## src/rtl/mem_access_unit_if.sv

```systemverilog
// Request/response and memory-bus signal bundle for mem_access_unit.
// The master modport is the environment: the requester plus the memory.
// The slave modport is the access unit.
interface mem_access_unit_if #(
    parameter int unsigned DATA_W = 32,
    parameter int unsigned ADDR_W = 32
);
    logic                  req_valid;
    logic                  req_instr;
    logic                  req_write;
    logic [2:0]            req_funct3;
    logic [ADDR_W-1:0]     req_addr;
    logic [DATA_W-1:0]     req_wdata;
    logic                  busy;
    logic                  resp_valid;
    logic [DATA_W-1:0]     resp_rdata;
    logic                  resp_err;
    logic [ADDR_W-1:0]     bus_addr;
    logic                  bus_read;
    logic                  bus_write;
    logic [DATA_W/8-1:0]   bus_mask;
    logic [DATA_W-1:0]     bus_wdata;
    logic [DATA_W-1:0]     bus_rdata;
    logic                  bus_done;

    modport master (
        output req_valid, req_instr, req_write, req_funct3, req_addr, req_wdata,
        input  busy, resp_valid, resp_rdata, resp_err,
        input  bus_addr, bus_read, bus_write, bus_mask, bus_wdata,
        output bus_rdata, bus_done
    );

    modport slave (
        input  req_valid, req_instr, req_write, req_funct3, req_addr, req_wdata,
        output busy, resp_valid, resp_rdata, resp_err,
        output bus_addr, bus_read, bus_write, bus_mask, bus_wdata,
        input  bus_rdata, bus_done
    );
endinterface

```

## src/rtl/mem_access_unit.sv

```systemverilog
// Load/store/fetch unit: turns one RISC-V style access request into a single
// lane-aligned bus strobe, then returns the aligned and extended result.
module mem_access_unit #(
    parameter int unsigned DATA_W  = 32,
    parameter int unsigned ADDR_W  = 32,
    parameter int unsigned TIMEOUT = 255
) (
    input logic              clk,
    input logic              rst,
    mem_access_unit_if.slave mau
);
    localparam int unsigned MASK_W = DATA_W / 8;
    localparam int unsigned OFF_W  = $clog2(MASK_W);
    localparam int unsigned CNT_W  = 16;
    // Last wait-counter value at which a missing bus_done ends the access.
    localparam logic [CNT_W-1:0] CNT_LAST = CNT_W'(TIMEOUT - 1);

    typedef enum logic [1:0] {StIdle, StRead, StWrite, StResp} state_e;

    state_e            state_q, state_d;
    logic [CNT_W-1:0]  cnt_q, cnt_d;
    logic [ADDR_W-1:0] addr_q, addr_d;
    logic [MASK_W-1:0] mask_q, mask_d;
    logic [DATA_W-1:0] wdata_q, wdata_d;
    logic [DATA_W-1:0] rdata_q, rdata_d;
    logic              err_q, err_d;
    logic [OFF_W-1:0]  off_q, off_d;
    logic [1:0]        size_q, size_d;
    logic              uns_q, uns_d;

    logic [1:0]        dec_size;
    logic              dec_uns;
    logic              dec_write;
    logic              dec_illegal;
    logic              dec_misal;
    logic [MASK_W-1:0] dec_mask;
    logic [OFF_W-1:0]  dec_off;

    logic [DATA_W-1:0] rd_shift;
    logic [DATA_W-1:0] rd_ext;

    // Decode the incoming request: size, signedness, legality and alignment.
    always_comb begin
        dec_size    = mau.req_funct3[1:0];
        dec_uns     = mau.req_funct3[2];
        dec_write   = mau.req_write;
        dec_illegal = 1'b0;
        dec_misal   = 1'b0;
        dec_mask    = '0;
        dec_off     = mau.req_addr[OFF_W-1:0];
        if (mau.req_instr) begin
            dec_size  = 2'b10;
            dec_uns   = 1'b1;
            dec_write = 1'b0;
        end else if (dec_write) begin
            dec_illegal = mau.req_funct3[2];
        end else begin
            // 110 (word, zero-extend) only exists on a 64-bit bus.
            dec_illegal = (mau.req_funct3 == 3'b111) ||
                          (DATA_W == 32 && mau.req_funct3 == 3'b110);
        end
        if (DATA_W == 32 && dec_size == 2'b11) begin
            dec_illegal = 1'b1;
        end
        case (dec_size)
            2'b00: begin
                dec_misal = 1'b0;
                dec_mask  = MASK_W'(8'h01);
            end
            2'b01: begin
                dec_misal = mau.req_addr[0];
                dec_mask  = MASK_W'(8'h03);
            end
            2'b10: begin
                dec_misal = |mau.req_addr[1:0];
                dec_mask  = MASK_W'(8'h0F);
            end
            default: begin
                dec_misal = |mau.req_addr[2:0];
                dec_mask  = MASK_W'(8'hFF);
            end
        endcase
    end

    // Move read data down to bit 0 and extend it to the full bus width.
    always_comb begin
        rd_shift = mau.bus_rdata >> {off_q, 3'b000};
        case (size_q)
            2'b00:   rd_ext = uns_q ? DATA_W'(rd_shift[7:0])
                                    : DATA_W'($signed(rd_shift[7:0]));
            2'b01:   rd_ext = uns_q ? DATA_W'(rd_shift[15:0])
                                    : DATA_W'($signed(rd_shift[15:0]));
            2'b10:   rd_ext = uns_q ? DATA_W'(rd_shift[31:0])
                                    : DATA_W'($signed(rd_shift[31:0]));
            default: rd_ext = rd_shift;
        endcase
    end

    // Next-state logic: accept, strobe until done or timeout, one-cycle response.
    always_comb begin
        state_d = state_q;
        cnt_d   = cnt_q;
        addr_d  = addr_q;
        mask_d  = mask_q;
        wdata_d = wdata_q;
        rdata_d = rdata_q;
        err_d   = err_q;
        off_d   = off_q;
        size_d  = size_q;
        uns_d   = uns_q;
        case (state_q)
            StIdle: begin
                if (mau.req_valid) begin
                    off_d  = dec_off;
                    size_d = dec_size;
                    uns_d  = dec_uns;
                    if (dec_illegal || dec_misal) begin
                        err_d   = 1'b1;
                        state_d = StResp;
                    end else begin
                        err_d   = 1'b0;
                        cnt_d   = '0;
                        addr_d  = {mau.req_addr[ADDR_W-1:OFF_W], {OFF_W{1'b0}}};
                        mask_d  = dec_mask << dec_off;
                        wdata_d = mau.req_wdata << {dec_off, 3'b000};
                        state_d = dec_write ? StWrite : StRead;
                    end
                end
            end
            StRead, StWrite: begin
                if (mau.bus_done) begin
                    // A completion in the timeout cycle still counts as success.
                    rdata_d = (state_q == StWrite) ? '0 : rd_ext;
                    err_d   = 1'b0;
                    state_d = StResp;
                end else begin
                    cnt_d = cnt_q + CNT_W'(1);
                    if (cnt_q == CNT_LAST) begin
                        err_d   = 1'b1;
                        state_d = StResp;
                    end
                end
            end
            StResp: begin
                state_d = StIdle;
            end
            default: begin
                state_d = StIdle;
            end
        endcase
    end

    // State and datapath registers; reset also kills any strobe in flight.
    always_ff @(posedge clk or negedge rst) begin
        if (!rst) begin
            state_q <= StIdle;
            cnt_q   <= '0;
            addr_q  <= '0;
            mask_q  <= '0;
            wdata_q <= '0;
            rdata_q <= '0;
            err_q   <= 1'b0;
            off_q   <= '0;
            size_q  <= '0;
            uns_q   <= 1'b0;
        end else begin
            state_q <= state_d;
            cnt_q   <= cnt_d;
            addr_q  <= addr_d;
            mask_q  <= mask_d;
            wdata_q <= wdata_d;
            rdata_q <= rdata_d;
            err_q   <= err_d;
            off_q   <= off_d;
            size_q  <= size_d;
            uns_q   <= uns_d;
        end
    end

    assign mau.busy       = (state_q != StIdle);
    assign mau.bus_read   = (state_q == StRead);
    assign mau.bus_write  = (state_q == StWrite);
    assign mau.resp_valid = (state_q == StResp);
    // Error flag is only meaningful alongside resp_valid.
    assign mau.resp_err   = (state_q == StResp) && err_q;
    assign mau.resp_rdata = rdata_q;
    assign mau.bus_addr   = addr_q;
    assign mau.bus_mask   = mask_q;
    assign mau.bus_wdata  = wdata_q;
endmodule

```

## src/flat_wrapper.sv

```systemverilog
// flat-port wrapper written by rule: the top's interface ports become plain ports
module mem_access_unit_flat 
#(
    parameter int unsigned DATA_W  = 32,
    parameter int unsigned ADDR_W  = 32,
    parameter int unsigned TIMEOUT = 255
)
  (clk, rst, mau_req_valid, mau_req_instr, mau_req_write, mau_req_funct3, mau_req_addr, mau_req_wdata, mau_busy, mau_resp_valid, mau_resp_rdata, mau_resp_err, mau_bus_addr, mau_bus_read, mau_bus_write, mau_bus_mask, mau_bus_wdata, mau_bus_rdata, mau_bus_done);
  mem_access_unit_if #(.DATA_W(DATA_W), .ADDR_W(ADDR_W)) mau_i ();
  input logic clk;
  input logic rst;
  input wire logic [$bits(mau_i.req_valid)-1:0] mau_req_valid;
  input wire logic [$bits(mau_i.req_instr)-1:0] mau_req_instr;
  input wire logic [$bits(mau_i.req_write)-1:0] mau_req_write;
  input wire logic [$bits(mau_i.req_funct3)-1:0] mau_req_funct3;
  input wire logic [$bits(mau_i.req_addr)-1:0] mau_req_addr;
  input wire logic [$bits(mau_i.req_wdata)-1:0] mau_req_wdata;
  output wire logic [$bits(mau_i.busy)-1:0] mau_busy;
  output wire logic [$bits(mau_i.resp_valid)-1:0] mau_resp_valid;
  output wire logic [$bits(mau_i.resp_rdata)-1:0] mau_resp_rdata;
  output wire logic [$bits(mau_i.resp_err)-1:0] mau_resp_err;
  output wire logic [$bits(mau_i.bus_addr)-1:0] mau_bus_addr;
  output wire logic [$bits(mau_i.bus_read)-1:0] mau_bus_read;
  output wire logic [$bits(mau_i.bus_write)-1:0] mau_bus_write;
  output wire logic [$bits(mau_i.bus_mask)-1:0] mau_bus_mask;
  output wire logic [$bits(mau_i.bus_wdata)-1:0] mau_bus_wdata;
  input wire logic [$bits(mau_i.bus_rdata)-1:0] mau_bus_rdata;
  input wire logic [$bits(mau_i.bus_done)-1:0] mau_bus_done;
  assign mau_i.req_valid = mau_req_valid;
  assign mau_i.req_instr = mau_req_instr;
  assign mau_i.req_write = mau_req_write;
  assign mau_i.req_funct3 = mau_req_funct3;
  assign mau_i.req_addr = mau_req_addr;
  assign mau_i.req_wdata = mau_req_wdata;
  assign mau_busy = mau_i.busy;
  assign mau_resp_valid = mau_i.resp_valid;
  assign mau_resp_rdata = mau_i.resp_rdata;
  assign mau_resp_err = mau_i.resp_err;
  assign mau_bus_addr = mau_i.bus_addr;
  assign mau_bus_read = mau_i.bus_read;
  assign mau_bus_write = mau_i.bus_write;
  assign mau_bus_mask = mau_i.bus_mask;
  assign mau_bus_wdata = mau_i.bus_wdata;
  assign mau_i.bus_rdata = mau_bus_rdata;
  assign mau_i.bus_done = mau_bus_done;
  mem_access_unit #(.DATA_W(DATA_W), .ADDR_W(ADDR_W), .TIMEOUT(TIMEOUT)) u_core (.clk(clk), .rst(rst), .mau(mau_i));
endmodule
```

## config.mk

```make
export PLATFORM = sky130hd
export DESIGN_NAME = mem_access_unit_flat
export DESIGN_NICKNAME = d
export VERILOG_FILES = /design/src/rtl/mem_access_unit_if.sv /design/src/rtl/mem_access_unit.sv /design/src/flat_wrapper.sv
export SDC_FILE = /design/constraint.sdc
export NUM_CORES = 1
export LEC_CHECK = 0
export CAP_MARGIN = 20
export CORE_MARGIN = 2
export CORE_UTILIZATION = 25
export CTS_CLUSTER_DIAMETER = 200
export DETAILED_ROUTE_END_ITERATION = 10
export PLACE_DENSITY_LB_ADDON = 0.15
export SLEW_MARGIN = 10
export SYNTH_ARGS = -nofsm -noshare
export SYNTH_HDL_FRONTEND = slang
export SYNTH_SLANG_ARGS = --single-unit
```

## constraint.sdc

```tcl
create_clock -name clk -period 2.31 [get_ports clk]
set_input_delay 0.693 -clock clk [delete_from_list [all_inputs] [get_ports clk]]
set_output_delay 0.693 -clock clk [all_outputs]
set_load 0.01 [all_outputs]
```

==> impl_metrics.yaml <==
outcome:
  status: "completed"
die:
  start_util: 0.253
  die_area_mm2: 0.0257
  core_area_mm2: 0.0242
  dieHeight_um: 160
  rows: 57
  boundaryPins: 210
  die_width_um: 160
routing:
  drc: 0
  drt_pass1_iterations: 4
  drt_iter0_drc: 221
  routed_wl_mm: 20.3
  ant_nets: 0
  drt-wirelength-per-cell_um: 16.5
  num_vias: 5595
  vias_per_cell: 4.55
clock_network:
  cts_root_buf: "clkbuf_16"
  numCtsBuffers: 17
  clock_path_buffers: 2
  cts_setup_buffers: 0
  cts_tree: "yes"
  clk_pin_slew_ns: 0.06
  cts_sinks: 122
  htreeDepth: 4
  clock_latency_ns: 0.42
layout:
  layout_commonest_cell: "clkdlybuf4s50_1"
  drive_gt1_frac: 0.138
  final-seq-area_mm2: 0.00305
  nFillCells: 2407
  area_delta_synth_final_pct: 56.0
  mostFrequentLayoutCells: "clkdlybuf4s50_1 (198), nand2_1 (183), dfrtp_1 (122)"
  final_nets: 1004
  antennaDiodeCount: 0
  multi_input_area_mm2: 0.00287
  fin_util: 0.394
logic_synthesis:
  synthDominantAreaCellType: "dfrtp_1"
  ys_types: 52
  yosys.area.top_type_share: 0.500
  netlist_area_mm2: 0.00611
  synth_seq_cells: 122
  synth_area_leaders: "dfrtp_1 (50%), nand2_1 (11%), mux2i_1 (5.4%), o21ai_0 (3.3%), a21oi_1 (3.0%)"
  ys_warn_count: 0
  syn_area_per_cell_um2: 9.39
  netlist_instances: 650
  yosysSeqAreaShare: 0.500
timing:
  fmax_mhz: 447
  max_slew_margin: 0.573
  finalClockSkew_ns: 0.0169
  min_period_over_period: 0.968
  min_period_ns: 2.24
  hold_viol: 0
  drv_slew: 0
  tightest_slew_ns: 0.637
  grt_setup_unrepaired: "false"
  setup_viol: 0
setup_path:
  arrival_ns: 1.54
  required_ns: 1.62
  startpoint_type: "register"
  end_kind: "output port"
  critPathKind: "register to output port"
  crit_fanout: 3
  r2r_cells: 7
run:
  cap_violations: 0
pwr:
  power_mw: 11.6
  power_density_mw_per_mm2: 1220
  leakagePower_nw: 4.25
  ir_drop_mv: 0.552
place:
  dp.final_hpwl_mm: 14.9
  portBuffers: 207
  finalWeightedCongestion: 0.797
grt:
  grt_overflow: 0
  antenna_found_initial: 1
  grt_first_pass_wirelength_mm: 31.9
  globalRouteTotalUtil: 0.158
  grt_max_degree: 78
  grt_pass1_vias: 5637
hold_path:
  holdCritPathClass: "primary input to asynchronous set/reset pin"
==> registers in the layout, summed over array words and instances, names as in the netlist <==
register and count:
u_core.off_q 2, u_core.size_q 2, u_core.mau.bus_mask 4, u_core.cnt_q 16
u_core.mau.resp_rdata 32, u_core.uns_q 1, u_core.mau.bus_addr 30, u_core.err_q 1
u_core.mau.bus_wdata 32, u_core.state_q 2
==> worst paths after layout <==
path | from | endpoint | slack [ns]
setup / recovery | u_core.state_q[0] | mau_resp_err | 0.07
hold / removal | rst | u_core.mau.resp_rdata[26] | 0.29
setup reg to reg | u_core.state_q[0] | u_core.cnt_q[14] | 0.17
hold reg to reg | u_core.mau.bus_addr[5] | u_core.mau.bus_addr[5] | 0.47
max in group asynchronous | rst | u_core.mau.bus_addr[21] | 1.49
min in group clk | u_core.mau.bus_addr[5] | u_core.mau.bus_addr[5] | 0.47
==> logic make-up after synthesis <==
| family | share of synthesized area |
|---|---|
| and+or+nand+nor | 0.211 |
| AOI/OAI and AO/OA | 0.157 |
| DFF | 0.500 |
| buffers and inverters | 0.0398 |
| muxes | 0.0799 |
| adders and majority gates | 0.0123 |
| other | 0.000614 |
==> synth_stat cells, drive strengths merged <==
library cell	instances
o2bb2ai	2
o21ai	40
nand2b	5
or3	5
dfrtp	122
a21bo	1
mux4	1
nor2b	11
nor3	5
a22o	10
o31ai	19
nor4	3
mux2	12
inv	5
o21a	1
and2b	1
o211ai	1
nor3b	1
a21oi	36
buf	34
nand2	183
nor4b	3
nor2	22
mux2i	33
nand4b	1
nand3	14
nand4	3
ha	6
and2	3
o22ai	3
a21o	2
nand3b	1
conb	1
a211oi	10
and3	5
or4	10
or2	3
clkbuf	12
a221o	16
o31a	2
a31oi	2
==> stage by stage <==
stage	setup slack, ns	area [um2]	std cells	hold slack, ns	setup TNS, ns
3_3_place_gp	-0.433	8880	1197	0.457	-31.12
3_5_place_dp	-0.459	8880	1197	0.460	-33.94
5_1_grt	0.00738	9530	1230	0.318	0
4_1_cts	-0.142	9480	1229	0.310	-0.142
6_report	0.0728	9530	1230	0.285	0
2_1_floorplan	0.189	6110	651	0.397	0
==> power breakdown <==
part	switching (mW)	leakage [nW]	total [mW]	internal (mW)
Sequential	0.519	1.58	3.50	2.98
Combinational	2.52	2.39	5.36	2.84
Clock	1.03	0.282	2.75	1.72
Total	4.07	4.25	11.6	7.54
==> area by class of cell <==
class | count | share of cell area
Timing Repair Buffer | 268 | 0.272
Sequential cell | 122 | 0.320
Clock buffer | 20 | 0.0469
Multi-Input combinational cell | 479 | 0.301
Clock inverter | 12 | 0.0156
Tap cell | 324 | 0.0425
Inverter | 5 | 0.00197
==> worst max-delay path: stages (launching register included) <==
cell           delay (ns)
dfrtp_1              0.38
buf_4                0.14
ha_1                 0.19
and2_1               0.13
dlygate4sd2_1        0.28
==> per-layer routing <==
| layer | share of wire | GRT usage |
|---|---|---|
| met5 | 0.00064 | 0 |
| met4 | 0.0060 | 0.0336 |
| met3 | 0.074 | 0.0571 |
| met2 | 0.45 | 0.245 |
| met1 | 0.47 | 0.213 |
==> what timing repair did <==
item | CTS | global route
setup endpoints to repair | 8 | 44
hold buffers | 0 | 0
resized for setup | 6 | 9
gates cloned | 0 | 1
No activity file was read; power rests on OpenSTA's default activity.
